## src/rtl/io_input_reader.sv

```systemverilog
`default_nettype none
// ============================================================================
// Module   : io_input_reader
// Brief    : Memory-mapped input block: synchronises and debounces two
//            switch banks and four push keys, latches key-press events and
//            returns the selected port on a CPU I/O read.
// Revision : 1.0 - initial release
// ============================================================================

// Per-channel debouncer: stable follows sync only after DEBOUNCE_CYCLES
// consecutive cycles of disagreement; o_rise flags bits going 0->1 that edge.
module io_input_debounce #(
    parameter int WIDTH           = 1,
    parameter int DEBOUNCE_CYCLES = 4,
    parameter int CNT_W           = 16
) (
    input  logic             clk,
    input  logic             rst,
    input  logic [WIDTH-1:0] i_sync,
    output logic [WIDTH-1:0] o_stable,
    output logic [WIDTH-1:0] o_rise
);
    localparam logic [CNT_W-1:0] c_CNT_MAX = CNT_W'(DEBOUNCE_CYCLES - 1);

    logic [CNT_W-1:0] r_cnt;
    logic [WIDTH-1:0] r_stable;
    logic             w_differ;
    logic             w_done;

    assign w_differ = (i_sync != r_stable);
    assign w_done   = w_differ && (r_cnt == c_CNT_MAX);

    always_ff @(posedge clk) begin
        if (rst) begin
            r_cnt    <= '0;
            r_stable <= '0;
        end else if (!w_differ) begin
            r_cnt <= '0;
        end else if (w_done) begin
            r_stable <= i_sync;
            r_cnt    <= '0;
        end else begin
            r_cnt <= r_cnt + 1'b1;
        end
    end

    assign o_stable = r_stable;
    assign o_rise   = w_done ? (i_sync & ~r_stable) : '0;
endmodule

module io_input_reader #(
    parameter int DEBOUNCE_CYCLES = 4,
    parameter int CNT_W           = 16
) (
    input  logic        io_clk,
    input  logic        reset,
    input  logic [31:0] addr,
    input  logic        read_io_enable,
    input  logic [4:0]  in_port0,
    input  logic [4:0]  in_port1,
    input  logic [3:0]  key_in,
    output logic [31:0] io_read_data
);
    localparam logic [5:0] c_ADDR_PORT0 = 6'b100000;
    localparam logic [5:0] c_ADDR_PORT1 = 6'b100001;
    localparam logic [5:0] c_ADDR_KEYS  = 6'b100010;

    logic [13:0] r_sync1;
    logic [13:0] r_sync2;
    logic [4:0]  w_stable0;
    logic [4:0]  w_stable1;
    logic [4:0]  w_rise0;
    logic [4:0]  w_rise1;
    logic [3:0]  w_key_level;
    logic [3:0]  w_key_rise;
    logic [3:0]  r_key_evt;
    logic        w_read_keys;
    logic        w_unused;

    // Bit layout of the synchroniser: {key_in, in_port1, in_port0}
    always_ff @(posedge io_clk) begin
        if (reset) begin
            r_sync1 <= '0;
            r_sync2 <= '0;
        end else begin
            r_sync1 <= {key_in, in_port1, in_port0};
            r_sync2 <= r_sync1;
        end
    end

    io_input_debounce #(
        .WIDTH(5), .DEBOUNCE_CYCLES(DEBOUNCE_CYCLES), .CNT_W(CNT_W)
    ) u_port0 (
        .clk(io_clk), .rst(reset), .i_sync(r_sync2[4:0]),
        .o_stable(w_stable0), .o_rise(w_rise0)
    );

    io_input_debounce #(
        .WIDTH(5), .DEBOUNCE_CYCLES(DEBOUNCE_CYCLES), .CNT_W(CNT_W)
    ) u_port1 (
        .clk(io_clk), .rst(reset), .i_sync(r_sync2[9:5]),
        .o_stable(w_stable1), .o_rise(w_rise1)
    );

    generate
        for (genvar gi = 0; gi < 4; gi++) begin : g_key
            io_input_debounce #(
                .WIDTH(1), .DEBOUNCE_CYCLES(DEBOUNCE_CYCLES), .CNT_W(CNT_W)
            ) u_key (
                .clk(io_clk), .rst(reset), .i_sync(r_sync2[10+gi]),
                .o_stable(w_key_level[gi]), .o_rise(w_key_rise[gi])
            );
        end
    endgenerate

    assign w_read_keys = read_io_enable && (addr[7:2] == c_ADDR_KEYS);

    // A press landing on the clearing read still survives: set wins.
    always_ff @(posedge io_clk) begin
        if (reset) begin
            r_key_evt <= '0;
        end else begin
            r_key_evt <= (w_read_keys ? 4'b0000 : r_key_evt) | w_key_rise;
        end
    end

    always_comb begin
        io_read_data = 32'd0;
        if (read_io_enable) begin
            case (addr[7:2])
                c_ADDR_PORT0: io_read_data = {27'd0, w_stable0};
                c_ADDR_PORT1: io_read_data = {27'd0, w_stable1};
                c_ADDR_KEYS:  io_read_data = {24'd0, r_key_evt, w_key_level};
                default:      io_read_data = 32'd0;
            endcase
        end
    end

    assign w_unused = ^{addr[31:8], addr[1:0], w_rise0, w_rise1};
endmodule
`default_nettype wire
```

## config.mk

```make
export PLATFORM = sky130hd
export DESIGN_NAME = io_input_reader
export DESIGN_NICKNAME = d
export VERILOG_FILES = /design/src/rtl/io_input_reader.sv
export SDC_FILE = /design/constraint.sdc
export NUM_CORES = 1
export LEC_CHECK = 0
export BUFFER_PORTS_ARGS = -buffer_cell sky130_fd_sc_hd__buf_2
export CORE_MARGIN = 8
export CORE_UTILIZATION = 58
export DETAILED_ROUTE_END_ITERATION = 8
export PLACE_DENSITY = 0.8
export SYNTH_ARGS = -nofsm -noshare
export SYNTH_HDL_FRONTEND = slang
export SYNTH_HIERARCHICAL = 1
export SYNTH_SLANG_ARGS = --single-unit
```

## constraint.sdc

```tcl
create_clock -name io_clk -period 2.2 [get_ports io_clk]
set_clock_uncertainty 0.15 [all_clocks]
set_input_delay 0.44 -clock io_clk [delete_from_list [all_inputs] [get_ports io_clk]]
set_output_delay 0.44 -clock io_clk [all_outputs]
set_load 0.01 [all_outputs]
```

# Word level (Yosys, flattened, before mapping)
# Index checks and enable logic that the tools add are counted.
[word_totals]
n_memories = 0
inputBits = 49
ramBits = 0
latch_bits = 0
elab_cells = 77
register_bits = 142
output_inout_bits = 32
romBits = 0
[op_classes]
n_shift = 0
n_bitwise = 15
add_sub_neg = 6
mux = 7
multipliers = 0
order_cmp = 0
n_eq_ne = 15
div = 0
n_reduce_logical = 19
[op_table]
columns = ["cell", "count"]
rows = [
  ["$add A16 B1 Y16 const B", 6],
  ["$eq A16 B2 Y1 const B", 6],
  ["$pmux W8 S3", 1],
  ["$eq A6 B6 Y1 const B", 3],
  ["$reduce_or A3 Y1", 6],
  ["$reduce_and A2 Y1", 6],
  ["$ne A5 B5 Y1", 2],
  ["$not A1 Y1", 10],
  ["$mux W8", 1],
  ["$logic_and A1 B1 Y1", 7],
  ["$and A1 B1 Y1", 4],
  ["$mux W1", 4],
  ["$mux W4", 1],
  ["$ne A1 B1 Y1", 4],
  ["$or A4 B4 Y4", 1],
]

# Depth between registers and ports, before layout
[depth]
ltp_word = 4
ltp_mapped = 8

# Cells and area by module
# Netlist, hierarchy kept.
[modules_own_cells]
columns = ["mod", "cells_each", "area_per_inst_um2", "n_inst"]
rows = [
  ["io_input_debounce at g_key[0].u_key ...", 89, 799.5, 4],
  ["io_input_debounce at u_port0 ...", 121, 1104.8, 2],
  ["io_input_reader", 129, 1267.5, 1],
]

# Worst setup path after synthesis
# No wires, ideal clock.
[synth_path]
kind = "input to output"
startpoint = "input addr[3]"
endpoint = "output io_read_data[5]"
arrival_time_ns = 1.298
cell_stages = 4
path_slack_ns = 0.312
path_buffers = 1
cell_sequence = "buf_6 > or4b_4 > nor2_2 > and2_1"
[synth_via]
elab_chain_cells = 3
[synth_lines]
columns = ["element", "line_no", "rtl"]
rows = [
  ["start: declaration", "57", "input logic [31:0] addr,"],
  ["$eq A6 B6 Y1", "130", "case (addr[7:2])"],
  ["$pmux W8 S3 *", "130", ""],
  ["$mux W8 *", "129", "if (read_io_enable) begin"],
  ["end: declaration", "62", "output logic [31:0] io_read_data"],
]
# Mark *: on every way between the ends. The rest lies on a longest branch, timed or not.

# Final worst setup path
[layout_path]
startpoint = "input addr[6]"
endpoint = "output io_read_data[2]"
# The elaborated chain is that of the path after synthesis.

==> results.json <==
{
  "status": "finished, final reports clean",
  "crit_top_cell": "buf_2",
  "cts_root_buffer": "clkbuf_16",
  "fillers": 896,
  "min_to": "r_sync1[5]$_SDFF_PP0_",
  "placedCellCount": 874,
  "diodes": 0,
  "reg2reg_depth": 6,
  "r2r_slack_ns": 0.23,
  "dieArea_sq_um": 15100,
  "setup_viol": 0,
  "cp.required_ns": 1.61,
  "route.detailed.drc": 0,
  "worstHoldStart": "in_port1[0]",
  "crit_type": "primary input to primary output",
  "met3_usage_pct": 4.83,
  "critPathLaunchType": "primary input",
  "grt_max_degree": 21,
  "setup_ws_ns": 0.0271,
  "ctsHoldBuffers": 0,
  "drt_iter0_drc": 340,
  "grt_pass1_wl_microns": 21300,
  "synth.avg_cell_area_sq_um": 9.22,
  "critical_path.cell_chain": "buf_2 > nand3b_1 > or3_4 > a21oi_1 > buf_2",
  "worst_setup_path_end_kind": "primary output",
  "h-tree-depth": 4,
  "die_h_microns": 123,
  "final.min_clock_period_ns": 2.17,
  "met1_usage_pct": 19.3,
  "cts_buffers": 17,
  "num_rows": 39,
  "syn_to_final_growth_pct": 11.7,
  "place_ws_ns": 0.0258,
  "arrival_ns": 1.58,
  "antenna_found_initial": 0,
  "core_area_sq_um": 11300,
  "layout_commonest_cell": "dfxtp_1",
  "hold_path.class": "primary input to register",
  "vias": 4925,
  "detail_route.wl_per_cell_microns": 14.3,
  "viasPerCell": 5.44,
  "globalplace.congestion": 0.830,
  "period_share_pct": 98.8,
  "post_cts.repair.setup_buffers": 0,
  "ctsResizeCount": 0,
  "cts.sinks": 142,
  "cp_max_fo": 5,
  "ys_warn_count": 6,
  "drv_slew": 0,
  "reg2reg_to": "g_key[2].u_key/r_cnt[9]$_SDFF_PP0_",
  "cts_buffer_depth": 2,
  "drive_above_1_share_pct": 14.3,
  "clock.fmax_mhz": 460,
  "firstDrtPassIters": 5,
  "die_w_microns": 123,
  "fin_hold_ws_ns": 0.0800,
  "power_density_nw_per_um2": 776,
  "met2_usage_pct": 30.8,
  "io_pins": 81,
  "syn_inst": 717,
  "max_cap_viol_count": 0,
  "initial_core_util_pct": 58.7,
  "top_usage_layer": "met2",
  "grt_pass1_vias": 4845,
  "fin_nets": 819,
  "dp_hpwl_microns": 9040,
  "stdcell_count": 906,
  "wl_microns": 13000,
  "numPortBuffers": 30,
  "layout_common_cells": "142 x dfxtp_1, 96 x nor2_1, 60 x xor2_1, 40 x nand4_1, 38 x nand3_1",
  "hold_viol": 0,
  "leakagePower_nw": 2.76,
  "cts_tree": "yes",
  "r2r-start": "g_key[2].u_key/o_stable$_SDFFE_PP0P_",
  "netlist_area_sq_um": 6610,
  "ir_worst_vdd_v": 0.000584,
  "antenna_left": 0,
  "placed_area_sq_um": 6750,
  "hold_path_depth": 2,
  "stdcell_area_sq_um": 7390,
  "fin_total_pwr_mw": 5.73,
  "grt_use_total_pct": 17.5,
  "clk_pin_slew_ns": 0.06,
  "clock_latency_ns": 0.42,
  "critPathSlowestCell": "or3_4",
  "grt-ovfl-total": 0,
  "cpPeakStageDelay_ns": 0.43
}
## per-stage QoR
stage	util [%]	setup TNS [ns]
after floorplan	-	0
after global placement	59.9	0
after detailed placement	59.9	0
after CTS	65.4	0
after global routing	65.5	-0.0193
final	65.5	0
## metal layers
metal,wire [microns],part of all wire (%)
met1,5650,43
met2,6530,50
met3,595,4.6
met4,208,1.6
met5,0,0
## power by group
group	switching [mW]	internal, mW	total (mW)
combinational	0.103	0.0715	0.174
sequential	0.0155	2.60	2.62
clock	1.04	1.90	2.94
total	1.16	4.57	5.73
## critical path: cells and delay by family
kind,cells,cell delay (ns)
compound gates,1,0.19
simple gates,2,0.69
buf+inv,2,0.26
## cell type report
type	instances	area, sq um	area share, %
tap	143	179	2.42
timing repair buffer	43	275	3.73
inverter	24	90.1	1.22
sequential	142	2840	38.5
clock inverter	10	135	1.83
multi-input combinational	522	3380	45.8
clock buffer	22	484	6.55
## state kept, by name, indices dropped and copies added (netlist names)
register / flops
u_port0/r_cnt: 16
r_key_evt: 4
u_port1/r_cnt: 16
g_key.u_key/o_stable: 4
r_sync2: 14
r_sync1: 14
u_port1/o_stable: 5
g_key.u_key/r_cnt: 64
u_port0/o_stable: 5
## worst max-delay path by stage
stage | from | endpoint | slack (ns)
after CTS | g_key[3].u_key/o_stable$_SDFFE_PP0P_ | io_read_data[3] | 0.01
after global routing | addr[6] | io_read_data[0] | -0.02
after floorplan | addr[3] | io_read_data[5] | 0.31
after detailed placement | addr[6] | io_read_data[3] | 0.03
after global placement | addr[6] | io_read_data[2] | 0.07
final | addr[6] | io_read_data[2] | 0.03
(Power assumes the default switching activity.)
